[src/rtl/fios_res_collector_pkg.sv]
// Shared types and helpers for the FIOS result collector.
package fios_pkg;

    typedef enum logic [1:0] {
        IDLE,
        COLLECT,
        DONE
    } state_t;

    localparam int unsigned DEFAULT_S = 8;

    // Counter must be able to hold the index of the last result word (s).
    function automatic int unsigned cntWidth(input int unsigned numWords);
        return $clog2(numWords + 1);
    endfunction

endpackage

[src/rtl/fios_word_sub.sv]
// One word of the final subtraction T - p: difference plus borrow chain.
module fios_word_sub
    import fios_pkg::*;
#(
    parameter int WORD_WIDTH = 17
) (
    input  logic [WORD_WIDTH-1:0] a_i,
    input  logic [WORD_WIDTH-1:0] b_i,
    input  logic                  bin_i,
    output logic [WORD_WIDTH-1:0] d_o,
    output logic                  bout_o
);

    logic [WORD_WIDTH:0] diff;

    // The extra top bit goes to 1 exactly when a_i < b_i + bin_i.
    assign diff   = {1'b0, a_i} - {1'b0, b_i} - {{WORD_WIDTH{1'b0}}, bin_i};
    assign d_o    = diff[WORD_WIDTH-1:0];
    assign bout_o = diff[WORD_WIDTH];

endmodule

[src/rtl/fios_res_collector.sv]
// Collects the s+1 LSW-first FIOS result words and emits the reduced product.
// Define FIOS_FINAL_SUB_EN to build the on-the-fly conditional T - p subtraction.
module fios_res_collector
    import fios_pkg::*;
#(
    parameter int WORD_WIDTH = 17,
    parameter int s          = DEFAULT_S
) (
    input  logic                          clock_i,
    input  logic                          reset_i,
    input  logic                          start_i,
    input  logic                          res_valid_i,
    input  logic [WORD_WIDTH-1:0]         res_i,
    input  logic [s*WORD_WIDTH-1:0]       p_i,
    output logic [(s+1)*WORD_WIDTH-1:0]   result_o,
    output logic                          done_o,
    output logic                          sub_o,
    output logic                          busy_o
);

    localparam int NW    = s + 1;
    localparam int TW    = NW * WORD_WIDTH;
    localparam int CNT_W = cntWidth(s);
    localparam logic [CNT_W-1:0] LAST_CNT = CNT_W'(s);

    state_t              state_q;
    logic [CNT_W-1:0]    cnt_q;
    logic [TW-1:0]       tBuf_q;
    logic [TW-1:0]       tBuf_d;
    logic [TW-1:0]       result_q;
    logic                sub_q;
    logic                done_q;

    logic                startHit;
    logic                capture;
    logic                lastWord;
    logic [CNT_W-1:0]    wordIdx;
    logic [TW-1:0]       resultSel;
    logic                subSel;

    // A start word always restarts at index 0, whatever the current state.
    assign startHit = start_i & res_valid_i;
    assign capture  = startHit | (res_valid_i & (state_q == COLLECT));
    assign wordIdx  = startHit ? '0 : cnt_q;
    assign lastWord = capture & (wordIdx == LAST_CNT);

    always_comb begin
        tBuf_d = tBuf_q;
        for (int j = 0; j < NW; j++) begin
            if (wordIdx == CNT_W'(j)) begin
                tBuf_d[j*WORD_WIDTH +: WORD_WIDTH] = res_i;
            end
        end
    end

`ifdef FIOS_FINAL_SUB_EN
    logic                  borrow_q;
    logic [TW-1:0]         dBuf_q;
    logic [TW-1:0]         dBuf_d;
    logic [WORD_WIDTH-1:0] pWord;
    logic [WORD_WIDTH-1:0] dWord;
    logic                  borrowIn;
    logic                  borrowOut;

    // The top result word is subtracted against an implicit zero modulus word.
    always_comb begin
        pWord = '0;
        for (int j = 0; j < s; j++) begin
            if (wordIdx == CNT_W'(j)) begin
                pWord = p_i[j*WORD_WIDTH +: WORD_WIDTH];
            end
        end
    end

    assign borrowIn = (wordIdx == '0) ? 1'b0 : borrow_q;

    fios_word_sub #(
        .WORD_WIDTH(WORD_WIDTH)
    ) u_word_sub (
        .a_i    (res_i),
        .b_i    (pWord),
        .bin_i  (borrowIn),
        .d_o    (dWord),
        .bout_o (borrowOut)
    );

    always_comb begin
        dBuf_d = dBuf_q;
        for (int j = 0; j < NW; j++) begin
            if (wordIdx == CNT_W'(j)) begin
                dBuf_d[j*WORD_WIDTH +: WORD_WIDTH] = dWord;
            end
        end
    end

    always_ff @(posedge clock_i) begin
        if (reset_i) begin
            borrow_q <= 1'b0;
            dBuf_q   <= '0;
        end else if (capture) begin
            borrow_q <= borrowOut;
            dBuf_q   <= dBuf_d;
        end
    end

    // A final borrow means T < p, so the raw value is already reduced.
    assign resultSel = borrowOut ? tBuf_d : dBuf_d;
    assign subSel    = ~borrowOut;
`else
    logic unusedModulus;

    assign unusedModulus = ^p_i;
    assign resultSel     = tBuf_d;
    assign subSel        = 1'b0;
`endif

    // Result and flag are loaded on the edge that captures the last word,
    // so they appear together with the DONE pulse.
    always_ff @(posedge clock_i) begin
        if (reset_i) begin
            state_q  <= IDLE;
            cnt_q    <= '0;
            tBuf_q   <= '0;
            result_q <= '0;
            sub_q    <= 1'b0;
            done_q   <= 1'b0;
        end else begin
            done_q <= 1'b0;
            if (capture) begin
                tBuf_q <= tBuf_d;
            end
            if (startHit) begin
                state_q <= COLLECT;
                cnt_q   <= CNT_W'(1);
            end else begin
                case (state_q)
                    COLLECT: begin
                        if (res_valid_i) begin
                            if (lastWord) begin
                                state_q  <= DONE;
                                cnt_q    <= '0;
                                done_q   <= 1'b1;
                                result_q <= resultSel;
                                sub_q    <= subSel;
                            end else begin
                                cnt_q <= cnt_q + CNT_W'(1);
                            end
                        end
                    end
                    default: begin
                        state_q <= IDLE;
                    end
                endcase
            end
        end
    end

    assign result_o = result_q;
    assign sub_o    = sub_q;
    assign done_o   = done_q;
    assign busy_o   = (state_q == COLLECT);

endmodule
[config.mk]
export PLATFORM = sky130hd
export DESIGN_NAME = fios_res_collector
export DESIGN_NICKNAME = d
export VERILOG_FILES = /design/src/rtl/fios_res_collector_pkg.sv /design/src/rtl/fios_word_sub.sv /design/src/rtl/fios_res_collector.sv
export SDC_FILE = /design/constraint.sdc
export NUM_CORES = 1
export LEC_CHECK = 0
export CELL_PAD_IN_SITES_DETAIL_PLACEMENT = 0
export CELL_PAD_IN_SITES_GLOBAL_PLACEMENT = 1
export CORE_MARGIN = 10
export CORE_UTILIZATION = 34
export CTS_CLUSTER_DIAMETER = 30
export DETAILED_ROUTE_END_ITERATION = 16
export PLACE_DENSITY = 0.76
export SKIP_CTS_REPAIR_TIMING = 1
export SLEW_MARGIN = 20
export SYNTH_ARGS = -nofsm -noshare
export SYNTH_HDL_FRONTEND = slang
export SYNTH_SLANG_ARGS = --single-unit
[constraint.sdc]
create_clock -name clock_i -period 2.2 [get_ports clock_i]
set_clock_uncertainty 0.15 [all_clocks]
set_input_delay 0.33 -clock clock_i [delete_from_list [all_inputs] [get_ports clock_i]]
set_output_delay 0.33 -clock clock_i [all_outputs]
set_load 0.05 [all_outputs]
* Word-level counts from Yosys, hierarchy flattened *
Index checks and enable logic that the tools add are counted.

storage, ports and cells
  register bits after elaboration = 313
  bits in latches = 0
  memory bits (writable) = 0
  memory bits (read-only) = 0
  input port bits = 157
  output and inout bits = 156
  memories = 0

cells by class
  $add $sub $neg = 1
  multipliers = 0
  div/mod/pow operators = 0
  $lt $le $gt $ge = 0
  eq/ne operators = 11
  shift operators = 0
  muxes and demuxes = 19
  bitwise gates (word level) = 7
  reduce and logical (&&, ||, !) cells = 11

operators by type and width
  kind                                                                      count
  17-bit two-way mux                                                        9
  4-bit by 3-bit == test with 1-bit output (second input constant)          4
  4-bit by 2-bit == test with 1-bit output (second input constant)          2
  1-bit two-way mux                                                         8
  4-bit two-way mux                                                         2
  2-bit AND reduction                                                       4
  4-bit by 1-bit adder with 4-bit output (second input constant)            1
  4-bit by 1-bit == test with 1-bit output (second input constant)          1
  4-bit == test (second input constant)                                     1
  4-bit logical NOT                                                         1
  4-bit AND reduction                                                       1
  2-bit nonzero test                                                        2
  4-bit OR reduction                                                        1
  1-bit bitwise AND                                                         3
  3-bit by 1-bit inequality test with 1-bit output (second input constant)  1
  3-bit by 2-bit inequality test with 1-bit output (second input constant)  1
  1-bit inverter                                                            3
  3-bit OR reduction                                                        1
  2-bit by 1-bit == test with 1-bit output (second input constant)          1
  2-bit OR reduction                                                        1
  1-bit OR                                                                  1

* Depth between registers and ports, before layout *
  depth in word-level cells = 8
  mapped depth = 8
  depth with buffers taken out = 4

* Least setup slack after synthesis *
Ideal clock, no wire load.

  kind = flip-flop to flip-flop
  from = register state_q[0]
  to = register tBuf_q[10]
  library setup time = 0.074 ns
  arrival = 1.898 ns
  required time = 1.976 ns
  path slack = 0.078 ns
  stages on the path, launching flop included = 8
  path buffers = 3
  path through = dfxtp_1 nor2b_1 clkbuf_1 o21ai_1 or2_1 buf_2 buf_2 o21ai_0

on the way
  word-level cells in the longest chain between the ends = 3

ends and longest elaborated chain
  item                                      RTL line                   source
  start, declared                           fios_res_collector.sv:26   state_t state_q;
  start signal, assigned                    fios_res_collector.sv:121  state_q <= IDLE;
  start signal, assigned                    fios_res_collector.sv:133  state_q <= COLLECT;
  start signal, assigned                    fios_res_collector.sv:140  state_q <= DONE;
  2-bit by 1-bit == test with 1-bit output  --
  net busy_o                                fios_res_collector.sv:18   output logic busy_o
  1-bit bitwise AND                         fios_res_collector.sv:43   assign capture = startHit | (res_valid_i & (state_q == COLLECT));
  1-bit OR                                  fios_res_collector.sv:43
  end signal, assigned                      fios_res_collector.sv:130  tBuf_q <= tBuf_d;
  end, declared                             fios_res_collector.sv:28   logic [TW-1:0] tBuf_q;

The timed path passes the listed nets, and every way through them passes these cells.
A chain may end at the register's enable or synchronous reset.

* Worst setup path in the final report *
  from = register result_q[135], in the netlist result_o[135]
  to = output port result_o[135]

RTL lines
  item                    RTL line                   source
  start, declared         fios_res_collector.sv:30   logic [TW-1:0] result_q;
  start signal, assigned  fios_res_collector.sv:143  result_q <= resultSel;
  end, declared           fios_res_collector.sv:15   output logic [(s+1)*WORD_WIDTH-1:0] result_o,

No word-level cell between the ends.

==> results <==
-- routing by layer --
metal  global-route usage [%]  part of all wire [%]
met5                        0                     0
met4                     4.30                   1.1
met2                     27.9                    46
met1                     23.1                    44
met3                     6.21                   8.4
-- registers in the layout (all words and copies together), names as in the netlist --
register,flops
state_q,2
result_o,153
done_o,1
tBuf_q,136
cnt_q,4
-- cells in the final DEF, fill, tap and decap left out, drive strengths merged, types with 17 or more instances in the layout --
| cell | count |
|---|---|
| nor2b | 53 |
| a21oi | 225 |
| nor3 | 72 |
| nor2 | 73 |
| nand3b | 18 |
| dfxtp | 296 |
| clkdlybuf4s50 | 36 |
| nand2 | 310 |
| buf | 71 |
| o21ai | 120 |
| clkinv | 18 |
| clkbuf | 86 |
| nand2b | 17 |
| dlymetal6s2s | 124 |
-- kinds of logic after synthesis --
kind of cell / Yosys count / synth area share, %
other cells: 1 / 0.0347
compound gates: 346 / 16.1
buf+inv: 113 / 4.67
xor+xnor: 2 / 0.162
fa+ha+maj: 1 / 0.116
simple gates: 566 / 24.0
flops: 296 / 54.9
-- how the worst min path moves through the flow --
| stage | depth (start not counted) | from | to | slack (ns) |
|---|---|---|---|---|
| CTS | 2 | reset_i | tBuf_q[102]$_SDFFE_PP0N_ | 0.09 |
| detailed placement | 2 | tBuf_q[90]$_SDFFE_PP0N_ | result_o[90]$_SDFFE_PP0P_ | 0.30 |
| global route | 2 | reset_i | tBuf_q[119]$_SDFFE_PP0N_ | 0.12 |
| floorplan | 2 | tBuf_q[68]$_SDFFE_PP0N_ | result_o[68]$_SDFFE_PP0P_ | 0.28 |
| finish | 2 | reset_i | tBuf_q[102]$_SDFFE_PP0N_ | 0.11 |
| global placement | 2 | tBuf_q[76]$_SDFFE_PP0N_ | result_o[76]$_SDFFE_PP0P_ | 0.29 |
-- stage by stage --
step / cells / utilization (%)
2_1_floorplan: 1325 / -
3_3_place_gp: 1846 / 41.9
3_5_place_dp: 1846 / 41.9
4_1_cts: 1962 / 48.9
5_1_grt: 1962 / 49.9
6_report: 1962 / 49.9
-- power groups by stage --
stage,combinational [mW],clock (mW),sequential [mW]
final,0.458,9.60,5.43
after global routing,0.486,10.1,5.43
after floorplan,0.205,0,5.52
after CTS,0.458,9.73,5.43
after detailed placement,0.455,0,5.52
after global placement,0.457,0,5.52
-- layout make-up --
type	count	area, µm²
clock inverters	31	423
repair buffers	232	2700
well taps	402	503
fillers	2961	15800
clock buffers	85	1790
flip-flops and latches	296	5930
multi-input cells	916	4370
==> metrics.txt <==
Synth top area share 54.9%; crit path cell chain clkdlybuf4s50_1; max_slew headroom 58.7%; first-pass GRT wire length 55.0 mm; EDFF count, synth 0; Worst path depth 1; Max stage delay cell, worst path clkdlybuf4s50_1; Slew Viols, Final 0; pin count of the biggest net entering global routing 93; fin crit share 98.4%; Power, Total 15.5 mW; outcome complete, no violations; Internal Power 12.0 mW; ANT nets after route 0; die area 39300 µm²; vias in the first global route 9450; register bit count reported by yosys 296; critical path's top delay family buffers and inverters; initial antenna violation count 0; Sw Pwr 3.45 mW; Root Driver clkbuf_16; post-route setup slack 0.0361 ns; post-DR vias/cell 4.98; global route overflow 0; worst r2r src cnt_q[0]$_SDFFE_PP0P_; Routed WL per cell 18.5 µm; worst-margin pin slew 0.618 ns; min Tclk post-route 2.16 ns; Cells after Synth 1325; switching portion of total power 22.3%; leading area contributor after synthesis dfxtp_1; r2r setup slk 0.27 ns; Clock power frac 62.0%; startpoint class of the critical path flop; Worst-Skew Late Latency 0.55 ns; nets@finish 1670; Avg Synthesized Cell Area 8.14 µm²; part of the power in combinational logic 3.0%; layout cells sized above 1 11.8%; syn_nets 1483; Max clock buf depth 3; HP Class in -> reg; worst stage delay on the critical path 0.81 ns; first-pass iteration count of the detailed router 6; Yosys warnings 0; Setup TNS 0 ns; sequential power share 35.1%; H-tree Lvls 3; Hold Slack 0.112 ns; Initial Utilization 34.3%; Chip Width 198 µm; synth unique cells 36; Port Buf Inserts 175; Max Freq 0.462 GHz; dominant synthesized flop cell dfxtp_1; Placed Area 13200 µm²; clock buffer count from CTS 66; CP Capture Point result_o[135]; PwrDens 986 nW/µm²; RePlAce Congestion 0.798; Ports 313; global-route total usage across every layer 17.9%; Leak 7.78 nW; clk slew on worst S/H paths 0.04 ns; count leader, synth nand2_1; Setup Viol. Count Final 0; Area Overhead vs Synth 45.6%; worst slack at placement -0.0550 ns; R2R Path End result_o[0]$_SDFFE_PP0P_; chip height 198 µm; CTS tree yes; Seq/Total Area, Yosys 54.9%; Synth top cells by count 309 x nand2_1, 296 x dfxtp_1, 224 x a21oi_1; initial drt markers 680; CP max FO 2; final WL 36.3 mm; Synth area leaders dfxtp_1 55%, nand2_1 11%, a21oi_1 10%, o21ai_0 5.0%, nor3_1 3.3%; vias 9769; max_cap viols 0; Post-synth ARST share 0%; crit path DAT 1.68 ns; WS Path Type reg -> out; detailed-route DRC error count 0; Final Cell Area 15700 µm²; ant diodes 0; core area 31500 µm²; CTS sink count 296; FP Rows 65; Mapped Area 10800 µm²; Worst setup EP type primary output; crit path from result_o[135]$_SDFFE_PP0P_; path depth of the worst reg2reg path 5; CP required 1.72 ns; CP Buf/Inv Count 1; RSZ-0062 raised after global routing false; Final HPWL DP 23.3 mm; final hold viol count 0; Max IR drop VDD 511 µV
No activity file was read; power rests on OpenSTA's default activity.
==> edit 1, RTL diff (same settings) <==
Register the output `result_o` once more, cleared by the reset; this adds one clock of latency there. The other outputs are not delayed to match.
--- a/src/rtl/fios_res_collector.sv
+++ b/src/rtl/fios_res_collector.sv
@@ -155,7 +155,13 @@
         end
     end
 
-    assign result_o = result_q;
+    always_ff @(posedge clock_i) begin
+        if (reset_i) begin
+            result_o <= '0;
+        end else begin
+            result_o <= result_q;
+        end
+    end
     assign sub_o    = sub_q;
     assign done_o   = done_q;
     assign busy_o   = (state_q == COLLECT);
Function: not settled (the Yosys comparison gave no result); the edit may change what the design does.
==> edit 1 against the unedited design <==
Register-to-register slack got worse by 0.14 ns; hold slack improved by 0.18 ns; via count is 20% higher; synthesized cell count increased by 24%; synthesized area grew 38%; sequential cell count grew 153; wire length rose by 17%; final area rose by 35%; largest cell class unchanged; combinational power increased by 9.0%; final cell count is 28% higher; setup slack gained 0.0036 ns; total power increased by 53%; non-clock buffer count increased by 6.
==> edit 1: results <==
metrics = {
    "synth": {
        "syn_nets": 1806,
        "ys_types": 36,
        "synth_common_cells": "dfxtp_1, nand2_1, a21oi_1",
        "synthCells": 1648,
        "synthTopCellsByArea": "dfxtp_1, nor2b_1, nand2_1",
        "ys_seq_area_frac": 0.6042,
    },
    "routing": {
        "via_count": 11700,
        "first_pass_iters": 5,
        "drt-total-wl_um": 42540,
        "vias_per_cell": 4.659,
        "initialDrtViolationCount": 809,
    },
    "placement": {
        "post-dp-hpwl_um": 27190,
        "dp.cells": 2340,
        "postPlaceCellArea_um2": 17440,
        "gp_congestion": 0.7981,
    },
    "grt": {
        "grt_pass1_wl_um": 65580,
        "grt_max_degree": 97,
        "antenna_found_initial": 2,
        "grt_usage": 0.1566,
    },
    "setup_path": {
        "r2r_cells": 6,
        "path_max_fanout": 1,
        "rrSetupSlack_ns": 0.13,
        "reg2reg_to": "tBuf_q[28]",
        "crit_family": "buffers and inverters",
    },
    "clocking": {
        "cts_buffers": 91,
        "htreeDepth": 3,
        "worst_skew_pair.late_latency_ns": 0.61,
        "cts_buffer_depth": 3,
    },
    "final_layout": {
        "antenna_cells": 0,
        "drive_gt1_frac": 0.1334,
        "num-nets-final": 2007,
        "n_fill_cell": 4001,
    },
    "run_status": {
        "status": "completed",
    },
    "power_and_ir_drop": {
        "power_switching_mw": 4.964,
        "vdd_drop_max_uv": 683.7,
        "leakage_nw": 10.21,
    },
    "timing": {
        "holdWs_ns": 0.2927,
        "maxSlewHeadroom": 0.5942,
    },
    "hold_path": {
        "hold_depth": 1,
        "hp-class": "reg2reg",
        "min-delay-start": "result_q[42]",
        "min_delay_worst_endpoint": "result_o[42]",
    },
}
edit 1: routing by layer:
metal	vias to the layer above	routed length, um	GRT usage
met4	4	735	0.05566
met1	5532	19180	0.1994
met3	51	3019	0.05241
li1	5813	-	-
met5	-	27	0
met2	298	19580	0.2430
edit 1: layout make-up:
class,count,area (um^2),area share
Sequential cell,449,8989,0.4235
Multi-Input combinational cell,1069,5330,0.2511
Timing Repair Buffer,238,2740,0.1291
Clock buffer,108,2492,0.1174
Clock inverter,62,939.7,0.04428
Tap cell,585,732.0,0.03449
edit 1: kinds of logic after synthesis:
| family | after synthesis | synth area share |
|---|---|---|
| adder cells (fa/ha/maj) | 1 | 0.0008409 |
| buffers and inverters | 130 | 0.03827 |
| other | 1 | 0.0002521 |
| flip-flops | 449 | 0.6042 |
| XOR/XNOR | 2 | 0.001178 |
| AND/OR/NAND/NOR | 719 | 0.2384 |
| AO/OA/AOI/OAI | 346 | 0.1168 |
edit 1: power groups by stage:
stage	clock (mW)	combinational, mW	sequential (mW)
after floorplan	0	0.242	8.35
after global placement	0	0.491	8.36
after detailed placement	0	0.495	8.36
after CTS	15.2	0.496	8.20
after global routing	15.6	0.531	8.19
final	14.9	0.499	8.20
edit 1: worst max path at each step:
| stage | start | endpoint | depth (start not counted) |
|---|---|---|---|
| global placement | start_i | tBuf_q[0] | 5 |
| floorplan | state_q[0] | tBuf_q[10] | 7 |
| detailed placement | start_i | tBuf_q[15] | 5 |
| finish | result_o[36] | result_o[36] | 1 |
| global route | result_o[36] | result_o[36] | 1 |
| CTS | done_o | done_o | 1 |
edit 1: metrics by stage:
stage | worst slack (ns) | total power [mW]
after floorplan | 0.07800 | 8.595
after global placement | 0.04571 | 8.846
after detailed placement | 0.002443 | 8.852
after CTS | -0.1540 | 23.88
after global routing | 0.003508 | 24.35
final | 0.03972 | 23.65
==> edit 2, RTL diff (config.mk and constraints unchanged) <==
Made on the original files. The package constant `DEFAULT_S` goes from 8 to 10.
--- a/src/rtl/fios_res_collector_pkg.sv
+++ b/src/rtl/fios_res_collector_pkg.sv
@@ -7,7 +7,7 @@
         DONE
     } state_t;
 
-    localparam int unsigned DEFAULT_S = 8;
+    localparam int unsigned DEFAULT_S = 10;
 
     // Counter must be able to hold the index of the last result word (s).
     function automatic int unsigned cntWidth(input int unsigned numWords);
Ports: changed (resized p_i and result_o); port bits go from 313 to 381. The function was not compared with the original's and may differ.
==> edit 2 against the unedited design <==
The flow now finishes with violations (negative hold slack); count of clock-buffer cells in the layout up 8; sequential cell count up 68; critical path depth is 4 higher; setup slack better by 0.067 ns; wire length rose by 26%; hold slack lost 0.12 ns; synthesized area up 23%; final area rose by 26%; maximum frequency is 3.2% higher; non-clock buffer count up 70; total power is 25% higher; critical endpoint is now result_o[61]; largest cell class unchanged; highest routed layer is now met5.
==> edit 2: results <==
metrics = {
    "final_layout": {
        "clockNetworkAreaShare": 0.1419,
        "drive_gt1_frac": 0.1302,
        "seq_share": 0.3693,
        "num-nets-final": 2024,
        "n_fill_cell": 3551,
        "seq_cell_count": 364,
    },
    "run_status": {
        "status": "finished with violations",
        "violations": "negative hold slack",
    },
    "routing": {
        "vias_per_cell": 4.903,
        "initialDrtViolationCount": 736,
        "wire_per_inst_um": 18.99,
    },
    "synth": {
        "synth_common_cells": "nand2_1, dfxtp_1, a21oi_1",
        "syn_nets": 1786,
        "synthAdderAreaFrac": 0.0009414,
        "synth_mux_area_frac": 0.03841,
        "synth-compound-area-share": 0.1271,
    },
    "setup_path": {
        "path_max_fanout": 17,
    },
    "timing": {
        "finalHoldViolCount": 1,
        "holdWs_ns": -0.003223,
    },
    "clocking": {
        "cts_buffers": 78,
        "worst_skew_pair.late_latency_ns": 0.59,
    },
    "placement": {
        "postPlaceCellArea_um2": 16470,
        "port_buffers": 209,
    },
    "power_and_ir_drop": {
        "power_frac_seq": 0.343,
        "switching_share": 0.2224,
    },
    "grt": {
        "antenna_found_initial": 5,
        "grt_max_degree": 84,
    },
}
[edit 2: changes by cell type after synthesis, sizes merged, moves of 21 or more]
cell    before  now
dfxtp      296  364
clkbuf      61   82
nand2      310  383
a21oi      225  291
nand2b      17   72
nor2b       53    3
nor2        73  105
nor3        72  105
mux2i        0   51
o21ai      120   19
[edit 2: per-layer routing]
metal,track usage,part of all wire
met1,0.2483,0.45
met2,0.2933,0.46
met3,0.05090,0.065
met4,0.05453,0.018
met5,0,0.00089
[edit 2: final timing paths]
check / slack [ns] / to / from / cells after the start
min: -0.003 / result_o[186] / reset_i / 2
min reg2reg: 0.29 / result_o[132] / tBuf_q[132] / 2
max: 0.10 / result_o[61] / cnt_q[0] / 5
max reg2reg: 0.10 / result_o[61] / cnt_q[0] / 5
[edit 2: critical path: stages (launching register included)]
cell and delay [ns]:
dfxtp_1 0.55, nor2b_1 0.49, nand3_1 0.22, buf_12 0.21, a21oi_1 0.26, nor3_1 0.08
